<file path="config.mk">
export PLATFORM = sky130hd
export DESIGN_NAME = apb_reg_slave
export DESIGN_NICKNAME = d
export VERILOG_FILES = /design/src/rtl/apb_reg_pkg.sv /design/src/rtl/apb_wait_ctr.sv /design/src/rtl/apb_reg_slave.sv
export SDC_FILE = /design/constraint.sdc
export NUM_CORES = 1
export LEC_CHECK = 0
export ABC_AREA = 1
export CAP_MARGIN = 20
export CORE_AREA = 2 2 445 447
export CTS_BUF_LIST = sky130_fd_sc_hd__clkbuf_8
export DETAILED_ROUTE_END_ITERATION = 8
export DIE_AREA = 0 0 447 449
export GPL_ROUTABILITY_DRIVEN = 0
export GPL_TIMING_DRIVEN = 0
export PLACE_DENSITY = 0.34
export SETUP_SLACK_MARGIN = 0.5
export SLEW_MARGIN = 10
export SYNTH_ARGS = -nofsm -noshare
export SYNTH_HDL_FRONTEND = slang
export SYNTH_SLANG_ARGS = --single-unit
</file>
<file path="constraint.sdc">
create_clock -name pclk -period 3.3 [get_ports pclk]
set_clock_uncertainty 0.15 [all_clocks]
set_input_delay 0.66 -clock pclk [delete_from_list [all_inputs] [get_ports pclk]]
set_output_delay 0.66 -clock pclk [all_outputs]
set_load 0.03 [all_outputs]
</file>
<file path="src/rtl/apb_reg_pkg.sv">
// Shared types and constants for the APB register completer.
package apb_reg_pkg;

  typedef enum logic {
    IDLE   = 1'b0,
    ACCESS = 1'b1
  } state_t;

  localparam int WORD_BYTES = 4;
  localparam int CNT_W      = 4;

  // Register index width, never narrower than one bit so a single-register bank still has an index
  function automatic int idx_w(input int n);
    return (n <= 1) ? 1 : $clog2(n);
  endfunction

endpackage

</file>
<file path="src/rtl/apb_wait_ctr.sv">
// Loadable down-counter that paces the wait states of one APB access phase.
module apb_wait_ctr
  import apb_reg_pkg::*;
#(
  parameter int W = CNT_W
) (
  input  logic         i_clk,
  input  logic         i_rst_n,
  input  logic         i_load,
  input  logic [W-1:0] i_load_val,
  input  logic         i_dec,
  output logic [W-1:0] o_cnt,
  output logic         o_zero
);

  logic [W-1:0] r_cnt;

  // Count register: load takes priority, decrement saturates at zero
  always_ff @(posedge i_clk or negedge i_rst_n) begin
    if (!i_rst_n) begin
      r_cnt <= {W{1'b0}};
    end else if (i_load) begin
      r_cnt <= i_load_val;
    end else if (i_dec && (r_cnt != {W{1'b0}})) begin
      r_cnt <= r_cnt - {{(W-1){1'b0}}, 1'b1};
    end else begin
      r_cnt <= r_cnt;
    end
  end

  assign o_cnt  = r_cnt;
  assign o_zero = (r_cnt == {W{1'b0}});

endmodule

</file>
<file path="src/rtl/apb_reg_slave.sv">
// APB3 completer serving a bank of 32-bit registers with fixed wait states,
// read-only slots fed by local hardware, and per-register write strobes.
module apb_reg_slave
  import apb_reg_pkg::*;
#(
  parameter int                    ADDR_WIDTH  = 32,
  parameter int                    DATA_WIDTH  = 32,
  parameter int                    NUM_REGS    = 16,
  parameter logic [ADDR_WIDTH-1:0] BASE_ADDR   = '0,
  parameter int                    WAIT_STATES = 0,
  parameter logic [NUM_REGS-1:0]   RO_MASK     = '0
) (
  input  logic                           pclk,
  input  logic                           presetn,
  input  logic [ADDR_WIDTH-1:0]          paddr,
  input  logic                           psel,
  input  logic                           penable,
  input  logic                           pwrite,
  input  logic [DATA_WIDTH-1:0]          pwdata,
  output logic [DATA_WIDTH-1:0]          prdata,
  output logic                           pready,
  output logic                           pslverr,
  input  logic [NUM_REGS*DATA_WIDTH-1:0] hw_rdata_i,
  output logic [NUM_REGS*DATA_WIDTH-1:0] regs_o,
  output logic [NUM_REGS-1:0]            wr_pulse_o
);

  localparam int IDX_W = idx_w(NUM_REGS);

  state_t                r_state;
  state_t                w_state_nxt;
  logic                  r_write;
  logic [DATA_WIDTH-1:0] r_wdata;
  logic [IDX_W-1:0]      r_idx;
  logic                  r_err;
  logic [DATA_WIDTH-1:0] r_regs [NUM_REGS];
  logic [NUM_REGS-1:0]   r_wr_pulse;

  logic                  w_setup;
  logic                  w_access;
  logic                  w_load;
  logic                  w_dec;
  logic                  w_complete;
  logic                  w_zero;
  logic [CNT_W-1:0]      w_cnt;
  logic [ADDR_WIDTH-1:0] w_offset;
  logic [ADDR_WIDTH-1:0] w_word;
  logic [IDX_W-1:0]      w_idx_new;
  logic                  w_idx_ok;
  logic                  w_err_new;
  logic                  w_do_write;
  logic [DATA_WIDTH-1:0] w_rd_data;

  assign w_setup  = psel && !penable;
  assign w_access = psel && penable;

  apb_wait_ctr #(.W(CNT_W)) u_wait_ctr (
    .i_clk      (pclk),
    .i_rst_n    (presetn),
    .i_load     (w_load),
    .i_load_val (CNT_W'(WAIT_STATES)),
    .i_dec      (w_dec),
    .o_cnt      (w_cnt),
    .o_zero     (w_zero)
  );

  // Address decode of the setup-phase address; offset wrap below the base is caught separately
  always_comb begin
    w_offset  = paddr - BASE_ADDR;
    w_word    = w_offset >> 2;
    w_idx_ok  = (w_word < ADDR_WIDTH'(NUM_REGS));
    w_idx_new = w_word[IDX_W-1:0];
    w_err_new = 1'b0;
    if ((w_offset[1:0] != 2'b00) || (paddr < BASE_ADDR) || !w_idx_ok) begin
      w_err_new = 1'b1;
    end else if (pwrite && RO_MASK[w_idx_new]) begin
      w_err_new = 1'b1;
    end else begin
      w_err_new = 1'b0;
    end
  end

  // State register
  always_ff @(posedge pclk or negedge presetn) begin
    if (!presetn) begin
      r_state <= IDLE;
    end else begin
      r_state <= w_state_nxt;
    end
  end

  // Next state: a setup seen in ACCESS (abort) is re-decoded as a fresh transfer
  always_comb begin
    w_state_nxt = r_state;
    w_load      = 1'b0;
    w_dec       = 1'b0;
    w_complete  = 1'b0;
    case (r_state)
      IDLE: begin
        if (w_setup) begin
          w_load      = 1'b1;
          w_state_nxt = ACCESS;
        end else begin
          w_state_nxt = IDLE;
        end
      end
      ACCESS: begin
        if (w_access) begin
          if (w_zero) begin
            w_complete  = 1'b1;
            w_state_nxt = IDLE;
          end else begin
            w_dec       = 1'b1;
            w_state_nxt = ACCESS;
          end
        end else if (w_setup) begin
          w_load      = 1'b1;
          w_state_nxt = ACCESS;
        end else begin
          w_state_nxt = IDLE;
        end
      end
      default: begin
        w_state_nxt = IDLE;
      end
    endcase
  end

  // Transfer attributes captured at setup
  always_ff @(posedge pclk or negedge presetn) begin
    if (!presetn) begin
      r_write <= 1'b0;
      r_wdata <= {DATA_WIDTH{1'b0}};
      r_idx   <= {IDX_W{1'b0}};
      r_err   <= 1'b0;
    end else if (w_load) begin
      r_write <= pwrite;
      r_wdata <= pwdata;
      r_idx   <= w_idx_new;
      r_err   <= w_err_new;
    end else begin
      r_write <= r_write;
      r_wdata <= r_wdata;
      r_idx   <= r_idx;
      r_err   <= r_err;
    end
  end

  assign w_do_write = w_complete && r_write && !r_err;

  // Register bank; RO slots are never written because such writes decode as errors
  always_ff @(posedge pclk or negedge presetn) begin
    if (!presetn) begin
      for (int i = 0; i < NUM_REGS; i++) begin
        r_regs[i] <= {DATA_WIDTH{1'b0}};
      end
    end else if (w_do_write) begin
      r_regs[r_idx] <= r_wdata;
    end else begin
      r_regs <= r_regs;
    end
  end

  // Write strobe, one cycle after the completing edge
  always_ff @(posedge pclk or negedge presetn) begin
    if (!presetn) begin
      r_wr_pulse <= {NUM_REGS{1'b0}};
    end else if (w_do_write) begin
      r_wr_pulse <= NUM_REGS'(1) << r_idx;
    end else begin
      r_wr_pulse <= {NUM_REGS{1'b0}};
    end
  end

  // Read mux, sampled live in the completion cycle
  always_comb begin
    if (RO_MASK[r_idx]) begin
      w_rd_data = hw_rdata_i[r_idx*DATA_WIDTH +: DATA_WIDTH];
    end else begin
      w_rd_data = r_regs[r_idx];
    end
  end

  assign pready     = w_complete;
  assign pslverr    = w_complete && r_err;
  assign prdata     = (w_complete && !r_write && !r_err) ? w_rd_data : {DATA_WIDTH{1'b0}};
  assign wr_pulse_o = r_wr_pulse;

  for (genvar g = 0; g < NUM_REGS; g++) begin : g_regs_o
    assign regs_o[g*DATA_WIDTH +: DATA_WIDTH] = RO_MASK[g] ? {DATA_WIDTH{1'b0}} : r_regs[g];
  end

endmodule

</file>
---- Word level (Yosys, flattened, before mapping) ----
Memory sizes are Yosys's and may differ from the RTL's.
Index checks and enable logic that the tools add are counted.
storage, ports and cells
  bits in registers ....................... 571
  ROM bits ................................ 32
  input bits .............................. 581
  output and inout bits ................... 562
  word-level logic and storage cells ...... 82
  memories ................................ 2
cells by class
  add/subtract/negate cells ............... 1
  $lt $le $gt $ge ......................... 6
  shifts and indexed selects .............. 2
  muxes and demuxes ....................... 26
  bitwise operators ....................... 2
  reductions and logical operators ........ 20
memory list
  memory           words  width  rd ports  clocked after memory_dff  write ports  RTL line              source
  (no name shown)  16     1      1         0                         0            apb_reg_slave.sv:177  if (RO_MASK[r_idx]) begin
  (no name shown)  16     1      1         0                         0            apb_reg_slave.sv:76   end else if (pwrite && RO_MASK[w_idx_new]) begin
operators by type and width
  operator                                             number
  bitwise mux 512 bit                                  1
  indexed part select 512 x 10 -> 32 bit               1
  2-to-1 mux 32 bit                                    5
  binary-select mux 32 bit (select 4 bit)              1
  demux 32 bit (select 4 bit)                          1
  < comparator 32 x 1 -> 1 bit, second input constant  1
  < comparator 30 x 5 -> 1 bit, second input constant  1
  2-to-1 mux 16 bit                                    1
  left shift 1 x 4 -> 16 bit, first input constant     1
  2-to-1 mux 1 bit                                     13
  logical AND 1 bit                                    10
  < comparator 4 x 5 -> 1 bit, second input constant   2
  2-to-1 mux 4 bit                                     2
  >= comparator 5 bit, second input constant           1
  < comparator 5 x 1 -> 1 bit, second input constant   1
  inverter 4 -> 5 bit                                  1
  zero test 1 bit                                      4
  zero test 4 bit                                      1
  case mux 1 bit (2 select lines)                      2
  nonzero test 2 bit                                   2
  nonzero test 4 bit                                   1
  subtractor 4 x 1 -> 4 bit, second input constant     1
  logical OR 1 bit                                     2
  inverter 1 bit                                       1

---- Logic depth before layout (Yosys ltp) ----
  depth in word-level cells ............... 7
  mapped depth ............................ 11
  mapped depth without buffers ............ 9

---- Cells and area by module ----
From an unflattened synthesis, not the netlist that was laid out.
unflattened totals
  cell total of the unflattened synthesis .. 3284
  area total of the unflattened synthesis .. 26210.1 sq um
modules (own cells, without submodules)
  module         instances  cells each  area each (sq um)  sequential area each (sq um)
  apb_reg_slave  1          3238        25914.9            14188.6
  apb_wait_ctr   1          46          295.3              100.1

---- Least setup slack after synthesis ----
OpenSTA, ideal clock, no wires.
  kind .................................... input -> output
  start ................................... in psel
  end ..................................... out prdata[10]
  arrival time ............................ 1.972 ns
  required time ........................... 2.490 ns
  path slack .............................. 0.518 ns
  cell stages on the path ................. 7
  buffers on the path ..................... 1
  path through ............................ nand2_1 > nor2_2 > nand3_2 > nor3_2 > buf_1 > nand2_1 > nor2_1
between the ends
  longest elaborated chain between the ends .. 6
ends and longest elaborated chain
  what                            RTL line              source
  start: declaration              apb_reg_slave.sv:16   input logic psel,
  logical AND 1 bit               apb_reg_slave.sv:55   assign w_access = psel && penable;
  2-to-1 mux 1 bit                apb_reg_slave.sv:108  if (w_access) begin
  2-to-1 mux 1 bit                apb_reg_slave.sv:98   case (r_state)
  logical AND 1 bit (2 in a row)  apb_reg_slave.sv:186  assign prdata = (w_complete && !r_write && !r_err) ? w_rd_data : {DATA_WIDTH{1'b0}};
  2-to-1 mux 32 bit               apb_reg_slave.sv:186
  end: declaration                apb_reg_slave.sv:20   output logic [DATA_WIDTH-1:0] prdata,
No other way between the ends.

---- Worst setup path after layout ----
  start ................................... reg r_idx[1]
  end ..................................... out prdata[29]
between the ends
  longest elaborated chain between the ends .. 6
  elaborated cells between the ends (all ways) .. 9
  those cells by class .................... shift: 1; mux: 6; bitwise: 1; memory: 1
ends and longest elaborated chain
  what                                                                                            RTL line              source
  start: declaration                                                                              apb_reg_slave.sv:34   logic [IDX_W-1:0] r_idx;
  start signal: assignment                                                                        apb_reg_slave.sv:134  r_idx <= {IDX_W{1'b0}};
  start signal: assignment                                                                        apb_reg_slave.sv:139  r_idx <= w_idx_new;
  start signal: assignment                                                                        apb_reg_slave.sv:144  r_idx <= r_idx;
  parallel branches: the longest is 4 deep, another holds indexed part select 512 x 10 -> 32 bit  n/a
  2-to-1 mux 32 bit *                                                                             apb_reg_slave.sv:177
  2-to-1 mux 32 bit *                                                                             apb_reg_slave.sv:186
Mark *: on every way between the ends. The select of a mux whose other input is x is not followed.

==> flow_metrics.env <==
export IMPL_via_per_inst=3.732
export IMPL_overflow=0
export IMPL_die_h_um=449
export IMPL_ios=1143
export IMPL_stdcell_count=7685
export IMPL_hpwl_mm=152.5
export IMPL_critPathLaunchType="flop"
export IMPL_whs_ps=145.8
export IMPL_routed_wl_mm=191.9
export IMPL_finalHoldViolCount=0
export IMPL_synth_edf_count=0
export IMPL_max_freq_mhz=264.9
export IMPL_status="complete, but fails checks"
export IMPL_final_setup_worst_slack_ps=-474.8
export IMPL_grt_setup_unrepaired="true"
export IMPL_core_area_um2=196200
export IMPL_p_leak_nw=20.44
export IMPL_setup_worst_path_end_class="primary output"
export IMPL_clkTransAtPathRegs_ps=60
export IMPL_ys_warn_count=0
export IMPL_cts_buffers=130
export IMPL_synthCells=4110
export IMPL_grt_max_degree=95
export IMPL_critical_path_class="flop to primary output"
export IMPL_pre_cts_ws_ps=-2357
export IMPL_seq_area_frac_synth_pct=48.80
export IMPL_netlist_area_um2=29280
export IMPL_cts_sinks=571
export IMPL_numPortBuffers=630
export IMPL_drv_slew=0
export IMPL_slew_headroom_pct=19.34
export IMPL_drive_gt1_share_pct=14.14
export IMPL_r2r_start="u_wait_ctr.o_cnt[1]"
export IMPL_worst_r2r_cell_count=11
export IMPL_wl_per_cell_um=24.97
export IMPL_cts_buffer_depth=3
export IMPL_via_count=28680
export IMPL_yosysTopAreaCell="dfrtp_1"
export IMPL_synth_flop_cell="dfrtp_1"
export IMPL_ant_nets=0
export IMPL_grt_pass1_wl_mm=254.4
export IMPL_syn_area_per_cell_um2=7.124
export IMPL_period_minus_slack_ps=3775
export IMPL_setup_viol=32
export IMPL_async_reset_ff_share_pct=100.0
export IMPL_synth_top_area_share_pct=48.80
export IMPL_clk_latency_ps=890
export IMPL_drc_errors=0
export IMPL_worst_pin_slew_ps=1210
export IMPL_cp_max_fo=10
export IMPL_grt_usage_pct=18.75
export IMPL_worstPathArrival_ps=2960
export IMPL_period_share_pct=114.4
export IMPL_cts_tree="done"
export IMPL_dr_pass1_iters=6
export IMPL_start_util_pct=14.92
export IMPL_drt_iter0_drc=1895
export IMPL_dp_cells=7392
export IMPL_yosysMostFrequentCell="nand2_1"
export IMPL_failed_checks="setup timing"
export IMPL_syn_num_nets=4693
export IMPL_regToRegSetupSlack_ps=670
export IMPL_rows=163
export IMPL_synth_area_leaders="dfrtp_1, nand2_1, inv_1"
export IMPL_r2r_end="regs_o[352]"
export IMPL_antenna_found_initial=28
export IMPL_htree_num_levels=4
export IMPL_ys_top_cells_by_count="nand2_1, inv_1, dfrtp_1, nor2_1, o21ai_1"
export IMPL_min_path_type="input port to asynchronous set/reset pin"
export IMPL_root_buffer="clkbuf_8"
export IMPL_grt_pass1_vias=27957
export IMPL_p_total_mw=17.67
export IMPL_synth_seq_cells=571
export IMPL_die_x_um=447
export IMPL_die_area_um2=200700
export IMPL_drv_cap=0
export IMPL_pwr_density_cell_nw_per_um2=392.1
export IMPL_critPathRequiredTime_ps=2490
export IMPL_syn2layout_area_growth_pct=53.92
export IMPL_peakVddDrop_mv=0.2139
export IMPL_ys_types=29
export IMPL_final_nets=5535
## metrics by stage
| stage | area (µm²) | utilization, % | setup TNS, ps |
|---|---|---|---|
| 6_report | 45070 | 22.97 | -12290 |
| 5_1_grt | 45050 | 22.96 | -17780 |
| 4_1_cts | 43710 | 22.28 | -17300 |
| 3_5_place_dp | 39170 | 19.96 | -97860 |
| 3_3_place_gp | 38890 | 19.82 | - |
| 2_1_floorplan | 29280 | - | 0 |
## layout make-up
class | count | area [µm²]
well taps | 2640 | 3303
repair buffers | 710 | 8133
plain buffers | 215 | 2127
inverters | 1050 | 3965
multi-input cells | 2274 | 10830
clock buffers | 154 | 2120
clock inverters | 56 | 266.5
flip-flops and latches | 571 | 14290
fillers | 22023 | 151100
diodes | 15 | 37.54
## power by group
part	leakage (nW)	internal [mW]	switching [mW]
registers	5.23	7.09	0.182
clock network	1.37	4.18	3.74
logic	13.8	0.802	1.68
total	20.4	12.1	5.60
## timing repair
item,CTS,global route
gates resized for setup,956,428
buffers inserted,49,11
endpoints found under the hold margin,139,0
endpoints found under the setup margin,700,434
hold buffers,1,0
gates cloned,4,2
pin swaps,47,40
## cells by family (layout without fill, tap and decap cells)
kind of cell	count (synthesis)	after routing	synth area share [%]
compound gates	588	588	10.07
simple gates	1684	1684	22.90
other cells	0	15	0
fa+ha+maj	2	2	0.08545
flops	571	571	48.80
buf+inv	1265	2185	18.15
## layout by cell type, fill, tap and decap left out, types with 6 or more instances in the layout
| cell type | Yosys | routed |
|---|---|---|
| buf_6 | 61 | 97 |
| clkbuf_16 | 0 | 6 |
| nand3_2 | 7 | 12 |
| a21oi_1 | 34 | 13 |
| dlymetal6s2s_1 | 0 | 318 |
| diode_2 | 0 | 15 |
| a21oi_2 | 0 | 13 |
| clkdlybuf4s15_2 | 0 | 24 |
| nand2_1 | 1103 | 994 |
| nand4_1 | 31 | 31 |
| a21oi_4 | 0 | 8 |
| nor2_2 | 5 | 24 |
| o21ai_0 | 171 | 168 |
| clkbuf_1 | 92 | 49 |
| dfrtp_1 | 571 | 570 |
| buf_4 | 9 | 48 |
| nand2_4 | 0 | 38 |
| clkbuf_8 | 0 | 158 |
| inv_1 | 1044 | 1079 |
| nor3_1 | 17 | 17 |
| nand3_4 | 11 | 28 |
| buf_8 | 0 | 17 |
| dlygate4sd2_1 | 0 | 169 |
| buf_16 | 0 | 18 |
| nand2_2 | 3 | 71 |
| nor2_4 | 0 | 27 |
| nand3_1 | 36 | 14 |
| clkinvlp_4 | 0 | 6 |
| nor2_1 | 468 | 422 |
| clkdlybuf4s50_1 | 0 | 79 |
| clkinv_2 | 0 | 8 |
| buf_2 | 42 | 18 |
| o21ai_1 | 381 | 384 |
| clkbuf_2 | 0 | 23 |
| buf_12 | 1 | 42 |
## registers in the layout, indices dropped and copies added (netlist names)
register,flops
r_err,1
r_idx,4
r_state,1
r_wdata,32
r_write,1
regs_o,512
u_wait_ctr.o_cnt,4
wr_pulse_o,16
## how the worst max path moves through the flow
stage,startpoint,to,slack (ps),cells past startpoint
after floorplan,psel,prdata[10],520,7
after global placement,presetn,r_state,-28980,1
after detailed placement,psel,prdata[12],-2360,9
after CTS,r_idx[0],prdata[0],-620,12
after global routing,r_idx[0],prdata[0],-660,12
final,r_idx[1],prdata[29],-470,12
## critical path, cell delays in order (launching register included)
cell and delay (ps):
dfrtp_1 390, buf_12 160, inv_12 80, buf_12 160, nor2_4 70, buf_12 140
buf_12 150, a21oi_1 170, nand2_2 160, nand2_4 140, nand3_1 100, nor2_2 120
buf_6 170
## layer usage
| layer | GRT usage (%) | share of wire (%) | wire (µm) |
|---|---|---|---|
| met5 | 0 | 0.015 | 28 |
| met4 | 6.820 | 3.7 | 7059 |
| met3 | 4.911 | 6.5 | 12500 |
| met2 | 28.20 | 43 | 82200 |
| met1 | 25.59 | 47 | 90100 |
No activity file was read; power rests on OpenSTA's default activity.
